===== config.mk =====
export PLATFORM = sky130hd
export DESIGN_NAME = multicycle_main_control
export DESIGN_NICKNAME = d
export VERILOG_FILES = /design/src/rtl/multicycle_main_control.sv
export SDC_FILE = /design/constraint.sdc
export NUM_CORES = 1
export LEC_CHECK = 0
export ABC_AREA = 1
export CORE_UTILIZATION = 35
export DETAILED_ROUTE_END_ITERATION = 10
export DONT_BUFFER_PORTS = 1
export SLEW_MARGIN = 30
export SYNTH_ARGS = -nofsm -noshare
export SYNTH_HDL_FRONTEND = slang
export SYNTH_SLANG_ARGS = --single-unit
export TNS_END_PERCENT = 20

===== constraint.sdc =====
create_clock -name clk -period 1.5 [get_ports clk]
set_clock_uncertainty 0.05 [all_clocks]
set_input_delay 0.3 -clock clk [delete_from_list [all_inputs] [get_ports clk]]
set_output_delay 0.3 -clock clk [all_outputs]
set_load 0.05 [all_outputs]

===== src/rtl/multicycle_main_control.sv =====
// multicycle_main_control
// Main control FSM of the multicycle RV32I-subset CPU. It steps the shared
// datapath through fetch, decode, execute, memory and writeback. It stalls on
// the memory ready handshake and counts retired instructions.
//
// Optional feature macro: ILLEGAL_TRAP_EN
//   defined   : an unsupported opcode enters TRAP. TRAP raises illegal_insn
//               and stays there until reset.
//   undefined : an unsupported opcode is treated as a NOP. illegal_insn is 0.
//
// Ports
//   clk, rst_n      clock, synchronous active-low reset
//   opcode          IR[6:0], valid from DECODE onward
//   mem_ready       memory completes the current read/write this cycle
//   pc_write, pc_write_cond, pc_source, ior_d, mem_read, mem_write,
//   ir_write, mem_to_reg, reg_write, alu_src_a, alu_src_b, op
//                   datapath strobes, selects and the ALU control op field
//   state_dbg       current state encoding
//   retired_count   retired-instruction counter, wraps
//   illegal_insn    trap flag
//
// state     | meaning
// FETCH     | read instruction at PC, PC += 4 on mem_ready
// DECODE    | dispatch on opcode, precompute branch target
// MEM_ADDR  | rs1 + imm effective address
// MEM_READ  | load data request, wait for mem_ready
// MEM_WB    | write MDR to rd
// MEM_WRITE | store data request, wait for mem_ready
// EXECUTE   | R/I-type ALU operation
// ALU_WB    | write ALUOut to rd
// BRANCH    | compare rs1/rs2, conditional PC load from ALUOut
// TRAP      | illegal instruction, held until reset

module multicycle_main_control #(
    parameter int COUNT_W = 32,
    parameter int STATE_W = 4
) (
    input  logic               clk,
    input  logic               rst_n,
    input  logic [6:0]         opcode,
    input  logic               mem_ready,
    output logic               pc_write,
    output logic               pc_write_cond,
    output logic               pc_source,
    output logic               ior_d,
    output logic               mem_read,
    output logic               mem_write,
    output logic               ir_write,
    output logic               mem_to_reg,
    output logic               reg_write,
    output logic               alu_src_a,
    output logic [1:0]         alu_src_b,
    output logic [1:0]         op,
    output logic [STATE_W-1:0] state_dbg,
    output logic [COUNT_W-1:0] retired_count,
    output logic               illegal_insn
);

    typedef enum logic [3:0] {
        S_FETCH     = 4'd0,
        S_DECODE    = 4'd1,
        S_MEM_ADDR  = 4'd2,
        S_MEM_READ  = 4'd3,
        S_MEM_WB    = 4'd4,
        S_MEM_WRITE = 4'd5,
        S_EXECUTE   = 4'd6,
        S_ALU_WB    = 4'd7,
        S_BRANCH    = 4'd8,
        S_TRAP      = 4'd9
    } state_t;

    localparam logic [6:0] OPC_LOAD   = 7'b0000011;
    localparam logic [6:0] OPC_STORE  = 7'b0100011;
    localparam logic [6:0] OPC_RTYPE  = 7'b0110011;
    localparam logic [6:0] OPC_ITYPE  = 7'b0010011;
    localparam logic [6:0] OPC_BRANCH = 7'b1100011;

    state_t             state_q, state_d;
    logic [COUNT_W-1:0] count_q;
    logic               retire;

    always_comb begin
        state_d       = state_q;
        retire        = 1'b0;
        pc_write      = 1'b0;
        pc_write_cond = 1'b0;
        pc_source     = 1'b0;
        ior_d         = 1'b0;
        mem_read      = 1'b0;
        mem_write     = 1'b0;
        ir_write      = 1'b0;
        mem_to_reg    = 1'b0;
        reg_write     = 1'b0;
        alu_src_a     = 1'b0;
        alu_src_b     = 2'b00;
        op            = 2'b00;

        case (state_q)
            S_FETCH: begin
                mem_read  = 1'b1;
                alu_src_b = 2'b01;
                ir_write  = mem_ready;
                pc_write  = mem_ready;
                if (mem_ready) state_d = S_DECODE;
            end
            S_DECODE: begin
                alu_src_b = 2'b11;
                case (opcode)
                    OPC_LOAD, OPC_STORE: state_d = S_MEM_ADDR;
                    OPC_RTYPE, OPC_ITYPE: state_d = S_EXECUTE;
                    OPC_BRANCH:           state_d = S_BRANCH;
`ifdef ILLEGAL_TRAP_EN
                    default:              state_d = S_TRAP;
`else
                    default:              state_d = S_FETCH;
`endif
                endcase
            end
            S_MEM_ADDR: begin
                alu_src_a = 1'b1;
                alu_src_b = 2'b10;
                state_d   = (opcode == OPC_LOAD) ? S_MEM_READ : S_MEM_WRITE;
            end
            S_MEM_READ: begin
                mem_read = 1'b1;
                ior_d    = 1'b1;
                if (mem_ready) state_d = S_MEM_WB;
            end
            S_MEM_WB: begin
                reg_write  = 1'b1;
                mem_to_reg = 1'b1;
                retire     = 1'b1;
                state_d    = S_FETCH;
            end
            S_MEM_WRITE: begin
                mem_write = 1'b1;
                ior_d     = 1'b1;
                if (mem_ready) begin
                    retire  = 1'b1;
                    state_d = S_FETCH;
                end
            end
            S_EXECUTE: begin
                alu_src_a = 1'b1;
                op        = 2'b10;
                alu_src_b = (opcode == OPC_ITYPE) ? 2'b10 : 2'b00;
                state_d   = S_ALU_WB;
            end
            S_ALU_WB: begin
                reg_write = 1'b1;
                retire    = 1'b1;
                state_d   = S_FETCH;
            end
            S_BRANCH: begin
                alu_src_a     = 1'b1;
                op            = 2'b01;
                pc_write_cond = 1'b1;
                pc_source     = 1'b1;
                retire        = 1'b1;
                state_d       = S_FETCH;
            end
`ifdef ILLEGAL_TRAP_EN
            S_TRAP: state_d = S_TRAP;
`endif
            default: state_d = S_FETCH;
        endcase

        // Reset aborts the current instruction: no strobe may fire in the reset cycle.
        if (!rst_n) begin
            state_d       = S_FETCH;
            retire        = 1'b0;
            pc_write      = 1'b0;
            pc_write_cond = 1'b0;
            pc_source     = 1'b0;
            ior_d         = 1'b0;
            mem_read      = 1'b0;
            mem_write     = 1'b0;
            ir_write      = 1'b0;
            mem_to_reg    = 1'b0;
            reg_write     = 1'b0;
            alu_src_a     = 1'b0;
            alu_src_b     = 2'b00;
            op            = 2'b00;
        end
    end

    always_ff @(posedge clk) begin
        if (!rst_n) begin
            state_q <= S_FETCH;
            count_q <= '0;
        end else begin
            state_q <= state_d;
            if (retire) count_q <= count_q + COUNT_W'(1);
        end
    end

`ifdef ILLEGAL_TRAP_EN
    logic illegal_q;

    always_ff @(posedge clk) begin
        if (!rst_n) illegal_q <= 1'b0;
        else if (state_d == S_TRAP) illegal_q <= 1'b1;
    end

    assign illegal_insn = illegal_q;
`else
    assign illegal_insn = 1'b0;
`endif

    assign state_dbg     = STATE_W'(state_q);
    assign retired_count = count_q;

endmodule


Word level (Yosys, flattened, before mapping):

Cells that the tools add are included.

* flip-flop bits (word level): 36
* bits in latches: 0
* bits in writable memories: 0
* bits in read-only memories: 0
* input bits: 10
* output and inout bits: 51
* word-level logic and storage cells: 58
* memories kept: 0

* $add $sub $neg: 1
* multipliers: 0
* div/mod/pow operators: 0
* $lt $le $gt $ge: 0
* equality and inequality tests: 16
* shift operators: 0
* muxes and demuxes: 30
* bitwise logic cells: 0
* reductions and logical operators: 9

Operator list (number)
* 32-bit by 1-bit adder with 32-bit output, second input constant: 1
* 4-bit case mux with 6 select lines: 1
* 1-bit two-way mux: 18
* 4-bit by 3-bit equality test with 1-bit output, second input constant: 4
* 7-bit by 6-bit equality test with 1-bit output, second input constant: 2
* 4-bit two-way mux: 3
* 4-bit case mux with 3 select lines: 1
* 2-bit OR reduction: 5
* 4-bit by 2-bit equality test with 1-bit output, second input constant: 2
* 2-bit case mux with 4 select lines: 1
* 7-bit by 2-bit equality test with 1-bit output, second input constant: 1
* 7-bit by 5-bit equality test with 1-bit output, second input constant: 1
* 7-bit equality test, second input constant: 1
* 2-bit two-way mux: 3
* 2-bit inequality test, second input constant: 3
* 3-bit OR reduction: 2
* 4-bit by 1-bit equality test with 1-bit output, second input constant: 1
* 4-bit equality test, second input constant: 1
* 4-bit zero test: 1
* 2-bit case mux with 2 select lines: 1
* 3-bit two-way mux: 1
* 3-bit AND reduction: 1
* 1-bit case mux with 2 select lines: 1

Depth between registers and ports, before layout:

* depth in word-level cells: 4
* gate-level depth with buffers: 10
* depth with buffers taken out: 10

Least setup slack after synthesis:

OpenSTA, ideal clock, no wires.

* path type: register to output
* start: register state_q[3] (netlist: state_dbg[3])
* end: output pc_write
* arrival: 2.473 ns
* data required time: 1.150 ns
* setup slack: -1.323 ns
* cell stages (with the launch flop): 5
* buffers on the path: 1
* cells stage by stage: dfxtp_1 > nor2_1 > nand2_1 > nor3_1 > buf_4

* cells in the longest elaborated chain, start to end: 3

Ends and longest elaborated chain
* start: declaration: line 78 `state_t state_q, state_d;`
* start signal: assignment: line 192 `state_q <= state_d;`
* 4-bit zero test
* 1-bit two-way mux (2 in a row)
* end: declaration: line 42 `output logic pc_write,`

Every way passes these cells.

Worst setup path after layout:

* start: register state_q[3] (netlist: state_dbg[3])
* end: output alu_src_b[1]

* cells in the longest elaborated chain, start to end: 3
* elaborated cells between the ends (all ways): 6
* those cells by class: eq/ne: 3; mux: 2; reduce/logical: 1

Ends and longest elaborated chain
* 4-bit by 3-bit equality test with 1-bit output (tied with other cells): line 98 `case (state_q)`
* 2-bit case mux with 4 select lines *: line 98
* 2-bit two-way mux *: line 169 `if (!rst_n) begin`
* end: declaration: line 52 `output logic [1:0] alu_src_b,`

Mark *: on every way between the ends. The rest lies on a longest branch, timed or not.

==> results.cfg <==
[cts]
tritoncts_num_sinks = 36
cts-root-to-sink-buffers = 2
cts_buffers = 5
cts.root.buffer_cell = sky130_fd_sc_hd__clkbuf_8
tritoncts = yes
worst_skew_pair_later_pin_latency_ps = 290
h-tree-depth = 2
clk_transition_reported_paths_ps = 80

[final_layout]
drive_above_1_share_pct = 36.6
antenna_cells_inserted = 0
syn_to_layout_area_delta_pct = 57.1
post-route-cell-area_um2 = 3780
fillCellCount = 617
final_net_count = 527
layout_common_cells = 128 x sky130_fd_sc_hd__nand2_1, 94 x sky130_fd_sc_hd__buf_4, 71 x sky130_fd_sc_hd__nor2_1, 32 x sky130_fd_sc_hd__inv_1, 25 x sky130_fd_sc_hd__nand3_1
mostFrequentLayoutCell = sky130_fd_sc_hd__nand2_1

[die]
floorplan_row_count = 29
dieArea_um2 = 7220
core_area_um2 = 6490
chipWidth_um = 85.0
top_level_ports = 61
initial_core_util_pct = 37.1
die_h_um = 85.0

[critical_path]
critPathLaunchType = register
cpLargestDelayFamily = flip-flops
reg2reg_to = retired_count[5]
crit_path_end = alu_src_b[1]
cp_data_arrival_time_ps = 1460
cp_cell_sequence = nor2_4, inv_2, nor2_4, a31oi_4, a21oi_4, buf_12
setup.worst_path.end_class = output port
required_time_worst_endpoint_ps = 1150
setup.reg_to_reg.worst_slack_ps = -120
timing_worst_setup_path_type = reg2out
critical_path.most_common_cell = sky130_fd_sc_hd__nor2_4
worst_setup_path_startpoint = state_dbg[3]
critical_path.slowest_cell = sky130_fd_sc_hd__dfxtp_4
r2r_cells = 10
timing.critical_path.fanout_max = 7
crit_cells = 6
critical-path-max-stage-delay_ps = 390
r2r-start = state_dbg[2]
critPathBufInv = 2

[drt]
drt-initial-drc-count = 216
drc_errors = 1
via_cell_ratio = 5.00
routed-via-count = 2969
final_routed_wirelength_um = 7830
antenna_left = 0
wire_per_inst_um = 13.2
drt_pre_antenna_iters = 7

[power]
p_per_area_nw_per_um2 = 519
vdd_ir_drop_max_uv = 329
power_leakage_uw = 0.00152

[global_route]
first_global_vias = 2844
gr-usage-met2_pct = 38.6
gr-max-usage-layer = met2
globalRouteMet1Util_pct = 28.7
largest_net_degree_at_the_start_of_global_routing = 19
grt_first_pass_wirelength_um = 13200
use_met3_pct = 4.86
grt_antenna_before_repair = 0
grt.overflow.total = 0
grtUsageTotal_pct = 22.7

[flow_run]
drv_cap = 0

[timing]
timing.fmax_mhz = 554
drv_slew = 0
timing.final.crit_share_pct = 120
layout_setup_ws_ps = -306
post-route-min-period_ps = 1810
hold_viol_final = 0
unrepaired_setup_endpoints_after_global_routing = yes
timing.setup.tns_ps = -5380
setup_violations = 39

[synth]
synth_fp_nets = 421
yosys.cell_types.count = 30
syn-instance-count = 410
synth-seq-cells = 36
syn-cell-area_um2 = 2410
post-synth-top-area-cell = sky130_fd_sc_hd__dfxtp_1
syn-mean-instance-area_um2 = 5.87
synth.top_cells.by_area = sky130_fd_sc_hd__dfxtp_1 30%, sky130_fd_sc_hd__nand2_1 21%, sky130_fd_sc_hd__nor2_1 14%
yosysTopAreaCellShare_pct = 29.9
synth_sequential_area_ratio_pct = 29.9
synthesis.yosys.warnings = 0

[min_path]
hp-class = in2reg

[placement]
buffer_ports.inserted = 0
postPlaceCellArea_um2 = 3510
hpwlAfterDp_um = 5980
place_ws_ps = -94.2
gp_congestion = 0.874

[status]
status = finished with violations
failing_checks = DRC, setup timing
## synthesized netlist by cell type (all sizes together)
library cell  instances
dfxtp                36
clkbuf                3
ha                    1
buf                   9
nand3                29
clkinv                1
xnor2                 4
o211ai                1
nand2               136
xor2                  4
nor3                 10
a21oi                27
a31oi                 2
o21ai                 4
conb                  1
nor2                 94
nand4                 4
inv                  37
nor3b                 1
o21bai                2
nand3b                4
## sequential cells by signal, summed over array words and instances, names as in the netlist
register / cells
retired_count: 32
state_dbg: 4
## timing repair
action | in CTS | in global routing
pin swaps | 5 | 7
gates cloned | 0 | 0
endpoints found under the setup margin | 30 | 46
hold buffers | 0 | 0
setup buffers | 2 | 2
resized for setup | 22 | 23
## logic make-up (layout without fill, tap and decap cells)
family	count (synthesis)	after routing	synth area share, %
AO/OA/AOI/OAI	36	36	7.90
XOR/XNOR	8	8	2.91
adder cells (fa/ha/maj)	1	1	0.519
buffers and inverters	50	157	9.14
flip-flops	36	36	29.9
other	1	1	0.156
AND/OR/NAND/NOR	278	278	49.5
## cell type report
| type | count | area [µm²] | share of cell area [%] |
|---|---|---|---|
| timing repair buffer | 111 | 993 | 26.3 |
| clock inverter | 1 | 5.00 | 0.132 |
| clock buffer | 7 | 97.6 | 2.58 |
| tap | 77 | 96.3 | 2.55 |
| inverter | 38 | 150 | 3.97 |
| multi-input combinational | 324 | 1690 | 44.7 |
| sequential | 36 | 751 | 19.8 |
## metal layers
| metal | part of all wire [%] | routed length (µm) |
|---|---|---|
| met3 | 5.7 | 447 |
| met5 | 0 | 0 |
| met1 | 44 | 3470 |
| met4 | 1.7 | 135 |
| met2 | 48 | 3770 |
## where the power goes
group	internal [µW]	total, µW	switching [µW]
registers	951	957	6.49
logic	72.9	201	128
clock network	427	807	380
## worst min path at each step
| stage | start | to | slack (ps) | cells after the start |
|---|---|---|---|---|
| 4_1_cts | rst_n | state_dbg[1] | 70 | 2 |
| 3_3_place_gp | rst_n | state_dbg[1] | 360 | 2 |
| 5_1_grt | rst_n | retired_count[2] | 70 | 2 |
| 2_1_floorplan | opcode[5] | state_dbg[3] | 380 | 2 |
| 6_report | rst_n | retired_count[2] | 70 | 2 |
| 3_5_place_dp | rst_n | state_dbg[1] | 360 | 2 |
## through the flow
stage / instances / power (µW) / hold WS [ps] / util (%)
finish: 594 / 1960 / 66.5 / 58.3
global route: 594 / 2020 / 67.9 / 58.3
CTS: 592 / 1970 / 66.1 / 56.9
detailed placement: 582 / 1170 / 363 / 54.0
global placement: 582 / 1170 / 365 / 54.0
floorplan: 410 / 1120 / 382 / -
(Power assumes the default switching activity.)
